<file path="config.mk">
export PLATFORM = sky130hd
export DESIGN_NAME = key_entry_ctrl
export DESIGN_NICKNAME = d
export VERILOG_FILES = /design/src/rtl/key_entry_ctrl.sv
export SDC_FILE = /design/constraint.sdc
export NUM_CORES = 1
export LEC_CHECK = 0
export BUFFER_PORTS_ARGS = -buffer_cell sky130_fd_sc_hd__buf_2
export CORE_ASPECT_RATIO = 0.9
export CORE_MARGIN = 8
export CORE_UTILIZATION = 45
export CTS_BUF_LIST = sky130_fd_sc_hd__clkbuf_8
export CTS_CLUSTER_SIZE = 30
export DETAILED_ROUTE_END_ITERATION = 6
export GPL_TIMING_DRIVEN = 0
export HOLD_SLACK_MARGIN = 0.05
export PLACE_DENSITY = 0.66
export SLEW_MARGIN = 20
export SYNTH_ARGS = -nofsm -noshare
export SYNTH_HDL_FRONTEND = slang
export SYNTH_SLANG_ARGS = --single-unit
</file>
<file path="constraint.sdc">
create_clock -name clock -period 2.61 [get_ports clock]
set_clock_uncertainty 0.05 [all_clocks]
set_input_delay 0.3915 -clock clock [delete_from_list [all_inputs] [get_ports clock]]
set_output_delay 0.3915 -clock clock [all_outputs]
set_load 0.02 [all_outputs]
</file>
<file path="src/rtl/key_entry_ctrl.sv">
// ---------------------------------------------------------------------------
// key_entry_ctrl
//   Turns a stream of PS/2 scan codes into a complete hex key for the A5/1
//   cipher key-load logic. F0 (break) and E0 (extended) prefixes are stripped.
//   Make codes 0-9/A-F are shifted in as nibbles, and the first digit typed
//   ends up in the MSB nibble. Backspace removes the last digit. Esc clears
//   the key. Enter presents a full key on key_out/key_valid, and the key is
//   held until key_ack.
//
//   Optional feature macro: KEY_ENTRY_ECHO_EN
//     Adds echo_digit/echo_stb. Each accepted digit is echoed on these ports
//     for a 7-segment display.
//
// Ports
//   clock        in   1      system clock, rising edge
//   reset        in   1      asynchronous, active-high
//   scan_code    in   8      received PS/2 byte
//   scan_valid   in   1      1-cycle strobe, scan_code valid
//   key_ack      in   1      consumer accepted key_out
//   key_out      out  KEY_W  assembled key
//   key_valid    out  1      key complete, held until key_ack
//   digit_count  out  CNT_W  digits currently entered, 0..NDIGITS
//   entry_err    out  1      1-cycle pulse on a rejected action
//   echo_digit   out  4      (KEY_ENTRY_ECHO_EN) last accepted nibble
//   echo_stb     out  1      (KEY_ENTRY_ECHO_EN) pulse per accepted digit
// ---------------------------------------------------------------------------
module key_entry_ctrl #(
    parameter  int NDIGITS = 16,
    parameter  int CNT_W   = 5,
    localparam int KEY_W   = 4 * NDIGITS
) (
    input  logic             clock,
    input  logic             reset,
    input  logic [7:0]       scan_code,
    input  logic             scan_valid,
    input  logic             key_ack,
    output logic [KEY_W-1:0] key_out,
    output logic             key_valid,
    output logic [CNT_W-1:0] digit_count,
    output logic             entry_err
`ifdef KEY_ENTRY_ECHO_EN
    ,
    output logic [3:0]       echo_digit,
    output logic             echo_stb
`endif
);

    localparam logic [7:0] SC_BREAK = 8'hF0;
    localparam logic [7:0] SC_EXT   = 8'hE0;
    localparam logic [7:0] SC_BKSP  = 8'h66;
    localparam logic [7:0] SC_ESC   = 8'h76;
    localparam logic [7:0] SC_ENTER = 8'h5A;

    localparam logic [CNT_W-1:0] FULL = CNT_W'(NDIGITS);
    localparam logic [CNT_W-1:0] ONE  = CNT_W'(1);

    typedef enum logic {ENTRY, DONE} mode_t;

    typedef struct packed {
        logic       hit;
        logic [3:0] nib;
    } hex_t;

    // Set 2 make codes for the hex keys. Any code not listed here reports
    // hit=0, so an unknown key can never be entered as digit 0.
    function automatic hex_t hex_decode(input logic [7:0] code);
        hex_t r;
        r.hit = 1'b1;
        r.nib = 4'h0;
        case (code)
            8'h45: r.nib = 4'h0;
            8'h16: r.nib = 4'h1;
            8'h1E: r.nib = 4'h2;
            8'h26: r.nib = 4'h3;
            8'h25: r.nib = 4'h4;
            8'h2E: r.nib = 4'h5;
            8'h36: r.nib = 4'h6;
            8'h3D: r.nib = 4'h7;
            8'h3E: r.nib = 4'h8;
            8'h46: r.nib = 4'h9;
            8'h1C: r.nib = 4'hA;
            8'h32: r.nib = 4'hB;
            8'h21: r.nib = 4'hC;
            8'h23: r.nib = 4'hD;
            8'h24: r.nib = 4'hE;
            8'h2B: r.nib = 4'hF;
            default: r.hit = 1'b0;
        endcase
        return r;
    endfunction

    mode_t mode;
    logic  brk;
    logic  ext;
    hex_t  dec;

    assign dec = hex_decode(scan_code);

    always_ff @(posedge clock or posedge reset) begin
        if (reset) begin
            mode        <= ENTRY;
            brk         <= 1'b0;
            ext         <= 1'b0;
            key_out     <= '0;
            key_valid   <= 1'b0;
            digit_count <= '0;
            entry_err   <= 1'b0;
`ifdef KEY_ENTRY_ECHO_EN
            echo_digit  <= 4'h0;
            echo_stb    <= 1'b0;
`endif
        end else begin
            entry_err <= 1'b0;
`ifdef KEY_ENTRY_ECHO_EN
            echo_stb  <= 1'b0;
`endif
            // The ack is only honoured in DONE. It never collides with the
            // ENTRY key handling below, so a byte that arrives in the same
            // cycle can only affect the prefix state.
            if (mode == DONE && key_ack) begin
                mode        <= ENTRY;
                key_valid   <= 1'b0;
                key_out     <= '0;
                digit_count <= '0;
            end

            if (scan_valid) begin
                if (scan_code == SC_BREAK) begin
                    brk <= 1'b1;
                end else if (scan_code == SC_EXT) begin
                    ext <= 1'b1;
                end else if (brk) begin
                    // This byte is the key-release code, so drop it.
                    brk <= 1'b0;
                    ext <= 1'b0;
                end else begin
                    ext <= 1'b0;
                    if (mode == ENTRY) begin
                        if (dec.hit && !ext) begin
                            if (digit_count < FULL) begin
                                key_out     <= {key_out[KEY_W-5:0], dec.nib};
                                digit_count <= digit_count + ONE;
`ifdef KEY_ENTRY_ECHO_EN
                                echo_digit  <= dec.nib;
                                echo_stb    <= 1'b1;
`endif
                            end else begin
                                entry_err <= 1'b1;
                            end
                        end else if (scan_code == SC_BKSP) begin
                            if (digit_count != '0) begin
                                key_out     <= key_out >> 4;
                                digit_count <= digit_count - ONE;
                            end
                        end else if (scan_code == SC_ESC) begin
                            key_out     <= '0;
                            digit_count <= '0;
                        end else if (scan_code == SC_ENTER) begin
                            // The keypad Enter (E0 5A) is accepted like the main Enter.
                            if (digit_count == FULL) begin
                                key_valid <= 1'b1;
                                mode      <= DONE;
                            end else begin
                                entry_err <= 1'b1;
                            end
                        end
                        // An extended hex code or any other byte is ignored silently.
                    end
                end
            end
        end
    end

endmodule

</file>
==> key figures, run 1 <==
Cells and area
  – Util after Layout: 0.5365
  – Commonest non-fill, non-tap cells in the layout: buf_2 (92), nand2_1 (77), dfrtp_1 (72), inv_1 (67), nor2_1 (63)
  – Total of fill cells in the finished design: just under 1000
  – Antenna diodes: 0
  – Layout area overhead: 16.73%
  – Final Net Count: 669
  – Most common cell after layout, fill and taps aside: buf_2
  – Layout cells sized above 1: 0.2094

Setup path
  – RR Startpoint: digit_count[0]
  – CP Max Fanout: 10
  – Reg-to-reg setup timing slack: 0.13 ns
  – WP buf/inv: 3
  – CP Capture Type: flip-flop
  – Worst path slowest cell: dfrtp_2
  – Kind of cell adding the most delay to the critical path: simple AND/OR/NAND/NOR gates
  – Register-to-Register Path Depth: 10
  – Slowest stage delay, CP: approximately 0.4 ns
  – Critical Setup Path Class: reg -> reg
  – Worst path cell trace: inv_1 -> ha_1 -> nor4b_2 -> a211o_1 -> and2_1 -> or2_4 -> o31ai_4 -> buf_6 -> buf_6 -> o221ai_2
  – R2r endpoint: key_out[56]
  – Most common cell on crit path: buf_6
  – Type of element launching the critical path: flip-flop
  – CP arrival: ~2.7 ns
  – Critical Path RT: roughly 2.8 ns

Logic synthesis
  – Mapped Avg Cell Area: 8.344 um2
  – Distinct cell type count after synthesis: 64
  – Post-synth EDFFs: 0
  – Warnings, synthesis: 0
  – Syn_nets: ~580
  – FFs w/ async S/R, synth: 1.000
  – Gate Count Post-Synth: between 500 and 600
  – Sequential-to-total area share from yosys stat: 0.3949
  – Synthesized area: about 4700 um2
  – Most common flop cell mapped by yosys: dfrtp_1
  – Post-synthesis register bit count: 74

Run status
  – Status: complete, no violations

Place
  – PortBufs: 80
  – Gpl congestion: around 0.86
  – HPWL after DPL: between 9 and 10 mm

CTS
  – Post-CTS Setup Inserts: 0
  – CTS max path bufs: 2
  – CTS tree: built
  – Clk root buf: clkbuf_8
  – CTS buffer count: 9
  – Reg clk slew, reported paths: approximately 0.080 ns
  – Clock sink count: between 70 and 80
  – H-Tree Level Count: 3
  – Worst skew pair latency: roughly 0.35 ns

Detailed routing
  – Iteration-0 DRC Markers: between 500 and 600
  – Final wirelength: 13.70 mm
  – DRC Markers: 0
  – Post-DRT Antenna Nets: 0
  – Total number of vias: ~4800
  – DRT Pass-1 Iters: 5
  – Drt via density: 6.028
  – WL/cell: between 15 and 20 um

STA
  – Slew Viols, Final: 0
  – Final number of setup-violating endpoints: 0
  – Max Freq: 0.4030 GHz
  – RSZ-0062 raised after global routing: no
  – Slew headroom: 0.4537
  – Actual slew at the worst max-slew pin: 0.8131 ns
  – Hold Violations, Final: 0
  – Final Cycle Share: 0.9508
  – Final min period: approximately 2.5 ns

Global routing
  – Number of global-route vias before repair: 4542
  – Global Route Usage Sum: 0.1964
  – Largest net degree at the start of global routing: between 50 and 60
  – Initial antenna violation count: 0
  – First-pass GRT wire length: about 23 mm
  – Gr ovfl total: 0

Floorplan
  – Row cnt: 35
  – Core Area: 10200 um2
  – Die area: ~14000 um2
  – Boundary Pins: slightly above 80
  – Die H: 112.8 um
  – Initial Utilization: 0.4596
  – DIE WIDTH: about 120 um

Run
  – Max_cap viols: 0

Power and ir drop
  – Total chip power: between 6 and 7 mW
  – Leakage: between 2 and 2.5 nW
  – PwrDens: 1107 nW/um2
  – Maximum vdd drop: 646.5 uV

Hold path
  – Hold Path Depth: 2
  – Worst hold path class: in -> reg
  – Hold path endpoint: mode
  – Worst hold start: key_ack
-- cell usage after synthesis, drive strengths merged (2+ instances only) --
library cell / instances / area [um2]
nand2: 77 / 289.0
dfrtp: 74 / 1852
inv: 67 / 251.5
nor2: 64 / 242.7
o221ai: 59 / 579.3
a31oi: 56 / 350.3
clkbuf: 31 / 116.4
buf: 18 / 117.6
a21oi: 11 / 66.32
o21ai: 9 / 45.04
nand3: 8 / 40.04
nand4: 5 / 31.28
nor3: 5 / 25.02
a22o: 4 / 35.03
nor2b: 4 / 25.02
nor3b: 4 / 35.03
o211ai: 4 / 30.03
a41o: 3 / 30.03
and3: 3 / 18.77
nand3b: 3 / 22.52
nor4bb: 3 / 30.03
o31ai: 3 / 36.28
xnor2: 3 / 26.28
xor2: 3 / 26.28
a211o: 2 / 17.52
a211oi: 2 / 15.01
a221oi: 2 / 17.52
a32oi: 2 / 17.52
and3b: 2 / 17.52
ha: 2 / 25.02
o311a: 2 / 31.28
or2: 2 / 15.02
or3: 2 / 12.51
or4: 2 / 15.01
-- kinds of logic (layout without fill, tap and decap cells) --
logic type      after synthesis  in the layout  share of synthesized area
simple gates                192            192                     0.1892
fa+ha+maj                     2              2                   0.005335
buf+inv                     116            213                     0.1035
compound gates              172            172                     0.2959
xor+xnor                      6              6                    0.01121
flops                        74             74                     0.3949
-- registers in the layout, indices dropped and copies added, names as in the netlist --
signal	count
key_out	64
mode	1
entry_err	1
ext	1
key_valid	1
brk	1
digit_count	5
-- area by class of cell --
type	count	area, um2	area share
inverter	67	254.0	0.04640
tap	129	161.4	0.02949
multi-input combinational	372	2359	0.4309
buffer	49	237.7	0.04343
sequential	74	1854	0.3387
timing repair buffer	82	437.9	0.08000
clock buffer	11	151.4	0.02766
clock inverter	4	18.77	0.003429
-- worst max-delay path by stage --
stage	startpoint	cells after the start	to	slack [ns]
after floorplan	digit_count[0]	10	key_out[50]	0.24
after CTS	digit_count[0]	10	key_out[57]	0.08
after detailed placement	scan_code[5]	10	key_out[57]	-0.22
after global placement	reset	2	key_out[19]	-0.72
after global routing	digit_count[0]	10	key_out[57]	0.01
final	digit_count[0]	10	key_out[56]	0.13
-- routing by layer --
metal	part of all wire	GRT usage	vias up
li1	-	-	2237
met2	0.46	0.2956	158
met4	0.0082	0.04491	0
met5	0	0	-
met3	0.071	0.04430	11
met1	0.46	0.2785	2344
-- stage by stage --
stage,std cells,instance area [um2],hold slack (ns),TNS (ns),setup WS (ns)
6_report,788,5474,0.2209,0,0.1285
5_1_grt,788,5474,0.2201,0,0.01089
4_1_cts,788,5461,0.2051,0,0.08237
3_5_place_dp,772,5281,0.3140,-5.959,-0.2171
3_3_place_gp,771,5251,0.4091,-58.24,-0.7185
2_1_floorplan,562,4690,0.4135,0,0.2426
-- power by group --
part	total [mW]	switching, mW	internal [mW]
sequential	2.25	0.586	1.67
combinational	2.99	1.84	1.15
clock	0.815	0.431	0.384
-- worst register-to-register path, cell delays in order, from the launching register on --
cell and delay [ns]:
dfrtp_2 0.40, inv_1 0.09, ha_1 0.24, nor4b_2 0.19
a211o_1 0.33, and2_1 0.21, or2_4 0.26, o31ai_4 0.10
buf_6 0.20, buf_6 0.18, o221ai_2 0.11
-- timing repair --
action / 4_1_cts / 5_1_grt
endpoints found under the hold margin: 19 / 0
endpoints found under the setup margin: 0 / 28
hold buffers: 1 / 0
resized for setup: 0 / 6
Note: power is estimated with default switching activity, not from simulation.
==> run 2: changes to the inputs <==
--- a/config.mk
+++ b/config.mk
@@ -5,6 +5,7 @@
 export SDC_FILE = /design/constraint.sdc
 export NUM_CORES = 1
 export LEC_CHECK = 0
+export ABC_AREA = 1
 export BUFFER_PORTS_ARGS = -buffer_cell sky130_fd_sc_hd__buf_2
 export CORE_ASPECT_RATIO = 0.9
 export CORE_MARGIN = 8
@@ -15,6 +16,7 @@
 export GPL_TIMING_DRIVEN = 0
 export HOLD_SLACK_MARGIN = 0.05
 export PLACE_DENSITY = 0.66
+export SKIP_CTS_REPAIR_TIMING = 1
 export SLEW_MARGIN = 20
 export SYNTH_ARGS = -nofsm -noshare
 export SYNTH_HDL_FRONTEND = slang
==> key figures, run 2 <==
Run status
  – Status: complete, no violations

Logic synthesis
  – Main combinational cell family by area after synthesis: simple AND/OR/NAND/NOR gates
  – Synth area leaders: dfrtp_1 (35%), nand2_1 (21%), nand3_1 (9.6%)
  – Synthesized area: around 5300 um2
  – Gate Count Post-Synth: ~840
  – Most common flop cell mapped by yosys: dfrtp_1
  – Post-synthesis compound-gate area fraction: 0.1565
  – Most numerous cell in the Yosys netlist: nand2_1
  – Sequential-to-total area share from yosys stat: 0.3526
  – Post-synth EDFFs: 0
  – Warnings, synthesis: 0
  – Adder-cell share of the synthesized area: 0.004765
  – Post-synthesis register bit count: between 70 and 80
  – Syn_nets: roughly 850
  – FFs w/ async S/R, synth: 1.000
  – Post-synth top area share: 0.3526
  – Post-Synth XOR/XNOR Area: 0.003336
  – Distinct cell type count after synthesis: 32
  – Simple-gate share of the synthesized area: 0.3798
  – Mapped Avg Cell Area: between 6 and 7 um2
  – Multiplexer area fraction after synthesis: 0
  – Area leader, netlist: dfrtp_1
  – Most frequent cells after synthesis: nand2_1 (287), nand3_1 (101), o21ai_0 (100)

CTS
  – CTS tree: built
  – Clk root buf: clkbuf_8
  – CTS max path bufs: 2
  – H-Tree Level Count: 3
  – Clock sink count: 74
  – CTS buffer count: 9
  – Worst skew pair latency: 0.36 ns
  – Reg clk slew, reported paths: 0.08 ns

Setup path
  – R2r endpoint: key_out[25]
  – WP buf/inv: 3
  – Critical Setup Path Class: reg -> reg
  – RR Startpoint: digit_count[0]
  – CP arrival: 2.83 ns
  – Critical Path RT: approximately 2.9 ns
  – Reg-to-reg setup timing slack: approximately 0.019 ns
  – Worst path slowest cell: dfrtp_1
  – Slowest stage delay, CP: about 0.45 ns
  – CP Capture Type: flip-flop
  – Type of element launching the critical path: flip-flop
  – Worst path cell trace: inv_1 -> ha_1 -> nand3_1 -> inv_1 -> nand2_1 -> nand4_1 -> clkbuf_1 -> o21ai_0 -> nand3_1 -> o21ai_1
  – Register-to-Register Path Depth: 10
  – CP Max Fanout: 10
  – Kind of cell adding the most delay to the critical path: simple AND/OR/NAND/NOR gates

Power and ir drop
  – Int Pwr: between 2 and 3 mW
  – PwrDens: about 930 nW/um2
  – Combinational fraction of design power: 0.479
  – Leakage: around 3.2 nW
  – Total chip power: 5.700 mW
  – Maximum vdd drop: 543.0 uV
  – Sw Pwr: between 2 and 3 mW
  – Sw Ratio: 0.4837
  – Clock network fraction of total power: 0.168
  – Sequential Power Share: 0.354

Floorplan
  – Boundary Pins: 83
  – DIE WIDTH: 129.9 um
  – Core Area: 11390 um2
  – Die area: between 15000 and 20000 um2
  – Die H: between 100 and 150 um
  – Row cnt: 37
  – Initial Utilization: 0.4611

Cells and area
  – Commonest non-fill, non-tap cells in the layout: nand2_1 (287), nand3_1 (101), o21ai_0 (100), buf_2 (97), dfrtp_1 (74)
  – Layout cells sized above 1: 0.1583
  – Multi-input logic area: 2859 um2
  – Top flop regs: key_out x64, digit_count x5
  – Max reg flops: 64
  – Layout area overhead: 16.20%
  – FF+latch area: between 1500 and 2000 um2
  – Post-Layout Cell Count: 1091
  – Reg with most FFs: key_out
  – Antenna diodes: 0
  – Most common cell after layout, fill and taps aside: nand2_1
  – Final Net Count: around 940
  – Total of fill cells in the finished design: 1206

Global routing
  – Global Route Usage Sum: 0.2441
  – Number of global-route vias before repair: 5485
  – Gr ovfl total: 0
  – Initial antenna violation count: 0
  – First-pass GRT wire length: approximately 30 mm
  – Largest net degree at the start of global routing: 42

Detailed routing
  – DRT Pass-1 Iters: 6
  – Total number of vias: 6019
  – Drt via density: 5.517
  – Post-DRT Antenna Nets: 0
  – Iteration-0 DRC Markers: slightly above 600
  – DRC Markers: 0
  – WL/cell: around 17 um
  – Final wirelength: about 18 mm

Place
  – PortBufs: 82
  – Inst Count DP: ~1100
  – HPWL after DPL: 13.17 mm
  – Gpl congestion: around 0.88

STA
  – Final number of setup-violating endpoints: 0
  – Hold Violations, Final: 0
  – Final Cycle Share: 0.9927
  – Actual slew at the worst max-slew pin: slightly below 0.7 ns
  – Setup TNS: 0 ns
  – Slew Viols, Final: 0
  – RSZ-0062 raised after global routing: no
  – Max Freq: slightly below 0.4 GHz
  – Final min period: between 2 and 3 ns
  – Slew headroom: 0.5464

Hold path
  – Hold path endpoint: mode
  – Worst hold start: key_ack
  – Hold Path Depth: 2
  – Worst hold path class: in -> reg

Run
  – Max_cap viols: 0
run 2: changes by cell type after synthesis, moves of 11 or more:
cell and delta:
nand2_1 +210, clkbuf_1 -11, o21ai_1 +40, nand3_1 +93
o221ai_1 -49, a31oi_1 -56, o21ai_0 +91
run 2: worst register-to-register path: cells and delay by family, from the launching register on:
| kind | cells | cell delay (ns) |
|---|---|---|
| AO/OA/AOI/OAI | 2 | 0.55 |
| adder cells (fa/ha/maj) | 1 | 0.23 |
| buffers and inverters | 3 | 0.56 |
| flip-flops | 1 | 0.45 |
| AND/OR/NAND/NOR | 4 | 0.70 |
run 2: power groups by stage:
stage,Sequential [mW],Clock [mW],Combinational [mW]
floorplan,2.42,0,1.34
global placement,2.03,0,2.67
detailed placement,2.03,0,2.70
CTS,2.01,0.966,2.72
global route,2.08,1.01,3.04
finish,2.02,0.955,2.73
run 2: cells by family after synthesis:
| kind of cell | count (synthesis) |
|---|---|
| fa+ha+maj | 2 |
| compound gates | 159 |
| flops | 74 |
| buf+inv | 124 |
| simple gates | 474 |
| xor+xnor | 2 |
run 2: layout make-up:
cell class	count	area share
multi-input combinational	637	0.4685
sequential	74	0.3035
timing repair buffer	84	0.07341
buffer	54	0.04572
inverter	70	0.04347
tap	156	0.03199
clock buffer	11	0.02481
clock inverter	5	0.008612
run 2: metal layers:
metal	GRT usage	wire, um	vias up
met5	0	0	-
met4	0.06817	290	0
met3	0.05438	1711	25
met2	0.3714	8192	308
met1	0.3391	8248	2788
li1	-	-	2898
run 2: how the worst max path moves through the flow:
stage / start / endpoint / slack (ns) / depth (start not counted)
finish: digit_count[0] / key_out[25] / 0.02 / 10
global route: digit_count[0] / key_out[25] / 0.01 / 10
CTS: digit_count[0] / key_out[50] / 0.05 / 10
detailed placement: digit_count[0] / key_out[50] / 0.08 / 10
global placement: reset / key_out[63] / -0.77 / 2
floorplan: reset / brk / 0.29 / 1
run 2: stage by stage:
| stage | setup slack [ns] | area [um2] | utilization | hold WS (ns) |
|---|---|---|---|---|
| finish | 0.01903 | 6102 | 0.5358 | 0.1750 |
| global route | 0.009762 | 6102 | 0.5358 | 0.1864 |
| CTS | 0.04593 | 6091 | 0.5348 | 0.006487 |
| detailed placement | 0.08034 | 5887 | 0.5169 | 0.3930 |
| global placement | -0.7674 | 5857 | 0.5143 | 0.4175 |
| floorplan | 0.2869 | 5251 | - | 0.4273 |
==> run 3: changes to the inputs <==
--- a/config.mk
+++ b/config.mk
@@ -16,6 +16,7 @@
 export GPL_TIMING_DRIVEN = 0
 export HOLD_SLACK_MARGIN = 0.05
 export PLACE_DENSITY = 0.66
+export SETUP_SLACK_MARGIN = 0.2
 export SKIP_CTS_REPAIR_TIMING = 1
 export SLEW_MARGIN = 20
 export SYNTH_ARGS = -nofsm -noshare
==> key figures, run 3 (synthesis gave the netlist of run 2 again) <==
CTS
  – Worst skew pair latency: around 0.37 ns
  – Clock sink count: 74
  – Reg clk slew, reported paths: about 0.080 ns
  – CTS max path bufs: 2
  – CTS buffer count: 9
  – CTS tree: built
  – Clk root buf: clkbuf_8
  – H-Tree Level Count: 3

Setup path
  – RR Startpoint: digit_count[0]
  – WP buf/inv: 4
  – Crit path depth: 11
  – CP Capture Type: flip-flop
  – Register-to-Register Path Depth: 11
  – CP Max Fanout: 10
  – Worst path cell trace: inv_1 -> ha_1 -> nand3_1 -> inv_1 -> nand2_1 -> nand4_1 -> buf_4 -> clkbuf_1 -> o21ai_0 -> nand3_1 -> o21ai_1
  – Worst path slowest cell: dfrtp_1
  – Worst Setup SP: digit_count[0]
  – Critical Path RT: about 2.8 ns
  – Critical Setup Path Class: reg -> reg
  – Kind of cell adding the most delay to the critical path: buffers and inverters
  – Type of element launching the critical path: flip-flop
  – Slowest stage delay, CP: roughly 0.44 ns
  – CP arrival: 2.47 ns

Global routing
  – Busiest layer in global routing: met2
  – Largest net degree at the start of global routing: 42
  – Met2 Use GR: 0.3714
  – Initial antenna violation count: 0
  – Met1 Use GR: 0.3391
  – Number of global-route vias before repair: 5485
  – Global Route Usage Sum: 0.2441
  – Gr ovfl total: 0
  – Routing usage on met3: 0.05438
  – First-pass GRT wire length: around 30 mm

STA
  – Actual slew at the worst max-slew pin: a little under 0.7 ns
  – RSZ-0062 raised after global routing: no
  – Final min period: ~2.3 ns
  – Slew Viols, Final: 0
  – Slew headroom: 0.5516
  – Final Cycle Share: 0.8714
  – Hold Violations, Final: 0
  – Final number of setup-violating endpoints: 0
  – Max Freq: between 0.4 and 0.5 GHz

Place
  – Gpl congestion: between 0.8 and 0.9
  – PortBufs: 82
  – HPWL after DPL: around 13 mm
  – Inst Count DP: 1074

Cells and area
  – Post-Layout Cell Count: between 1000 and 1500
  – Final Net Count: approximately 950
  – Top flop regs: key_out x64, digit_count x5
  – Antenna diodes: 0
  – Max reg flops: 64
  – Layout area overhead: 16.63%
  – Reg with most FFs: key_out
  – Most common cell after layout, fill and taps aside: nand2_1
  – Util after Layout: 0.5378
  – Layout cells sized above 1: 0.1654
  – Commonest non-fill, non-tap cells in the layout: nand2_1 (286), nand3_1 (101), o21ai_0 (99), buf_2 (97), dfrtp_1 (74)

Floorplan
  – Row cnt: 37
  – DIE WIDTH: around 130 um
  – Die area: 15390 um2
  – Core Area: 11390 um2
  – Initial Utilization: 0.4611
  – Die H: 118.5 um
  – Boundary Pins: 83

Power and ir drop
  – Combinational fraction of design power: 0.479
  – Leakage: between 3 and 4 nW
  – Sw Ratio: 0.4841
  – Int Pwr: 2.946 mW
  – PwrDens: ~930 nW/um2
  – Sw Pwr: approximately 2.8 mW
  – Maximum vdd drop: approximately 540 uV
  – Sequential Power Share: 0.353
  – Clock network fraction of total power: 0.168

Hold path
  – Worst hold start: key_ack
  – Worst hold path class: in -> reg
  – Hold Path Depth: 2

Detailed routing
  – Final wirelength: ~19 mm
  – DRT Pass-1 Iters: 5
  – Drt via density: around 5.5
  – DRC Markers: 0
  – Total number of vias: approximately 6000
  – WL/cell: 16.97 um
  – Iteration-0 DRC Markers: slightly below 600
  – Post-DRT Antenna Nets: 0

Run
  – Max_cap viols: 0

Run status
  – Status: complete, no violations
## run 3: cell count changes in the layout (fill, tap and decap cells not counted)
cell      delta
nand2_2      +1
nand2_1      -1
clkbuf_1     -1
o21ai_0      -1
buf_4        +2
clkbuf_2     +4
buf_1        -3
o21ai_1      +1
## run 3: stage by stage
step	cell area (um2)	hold WS, ns	TNS, ns	total power [mW]	setup slack (ns)
after floorplan	5251	0.4273	0	3.765	0.2869
after global placement	5857	0.4175	-56.32	4.708	-0.7674
after detailed placement	5887	0.3930	0	4.726	0.08034
after CTS	6091	0.006487	0	5.689	0.04593
after global routing	6125	0.1864	0	6.133	0.2441
final	6125	0.1697	0	5.710	0.3358
## run 3: final timing paths
check / end / slack [ns]
setup / recovery: key_out[45] / 0.34
min in group asynchronous: key_out[8] / 0.53
hold / removal: mode / 0.17
max in group asynchronous: key_out[38] / 1.41
setup reg to reg: key_out[45] / 0.34
hold reg to reg: key_valid / 0.43
## run 3: power groups by stage
stage | logic, mW | registers, mW | clock network (mW)
2_1_floorplan | 1.34 | 2.42 | 0
3_3_place_gp | 2.67 | 2.03 | 0
3_5_place_dp | 2.70 | 2.03 | 0
4_1_cts | 2.72 | 2.01 | 0.966
5_1_grt | 3.04 | 2.08 | 1.01
6_report | 2.73 | 2.01 | 0.962
## run 3: metal layers
layer  routed length (um)  vias to the layer above
li1                     -                     2907
met1                 8337                     2792
met4                  245                        0
met5                    0                        -
met3                 1670                       20
met2                 8291                      283
## run 3: cell type report
type / instances / area, um2
multi-input cells: 637 / 2861
clock inverters: 5 / 52.55
flip-flops and latches: 74 / 1852
plain buffers: 54 / 284.0
inverters: 70 / 265.3
well taps: 156 / 195.2
fillers: 1202 / 5264
repair buffers: 86 / 462.9
clock buffers: 11 / 151.4
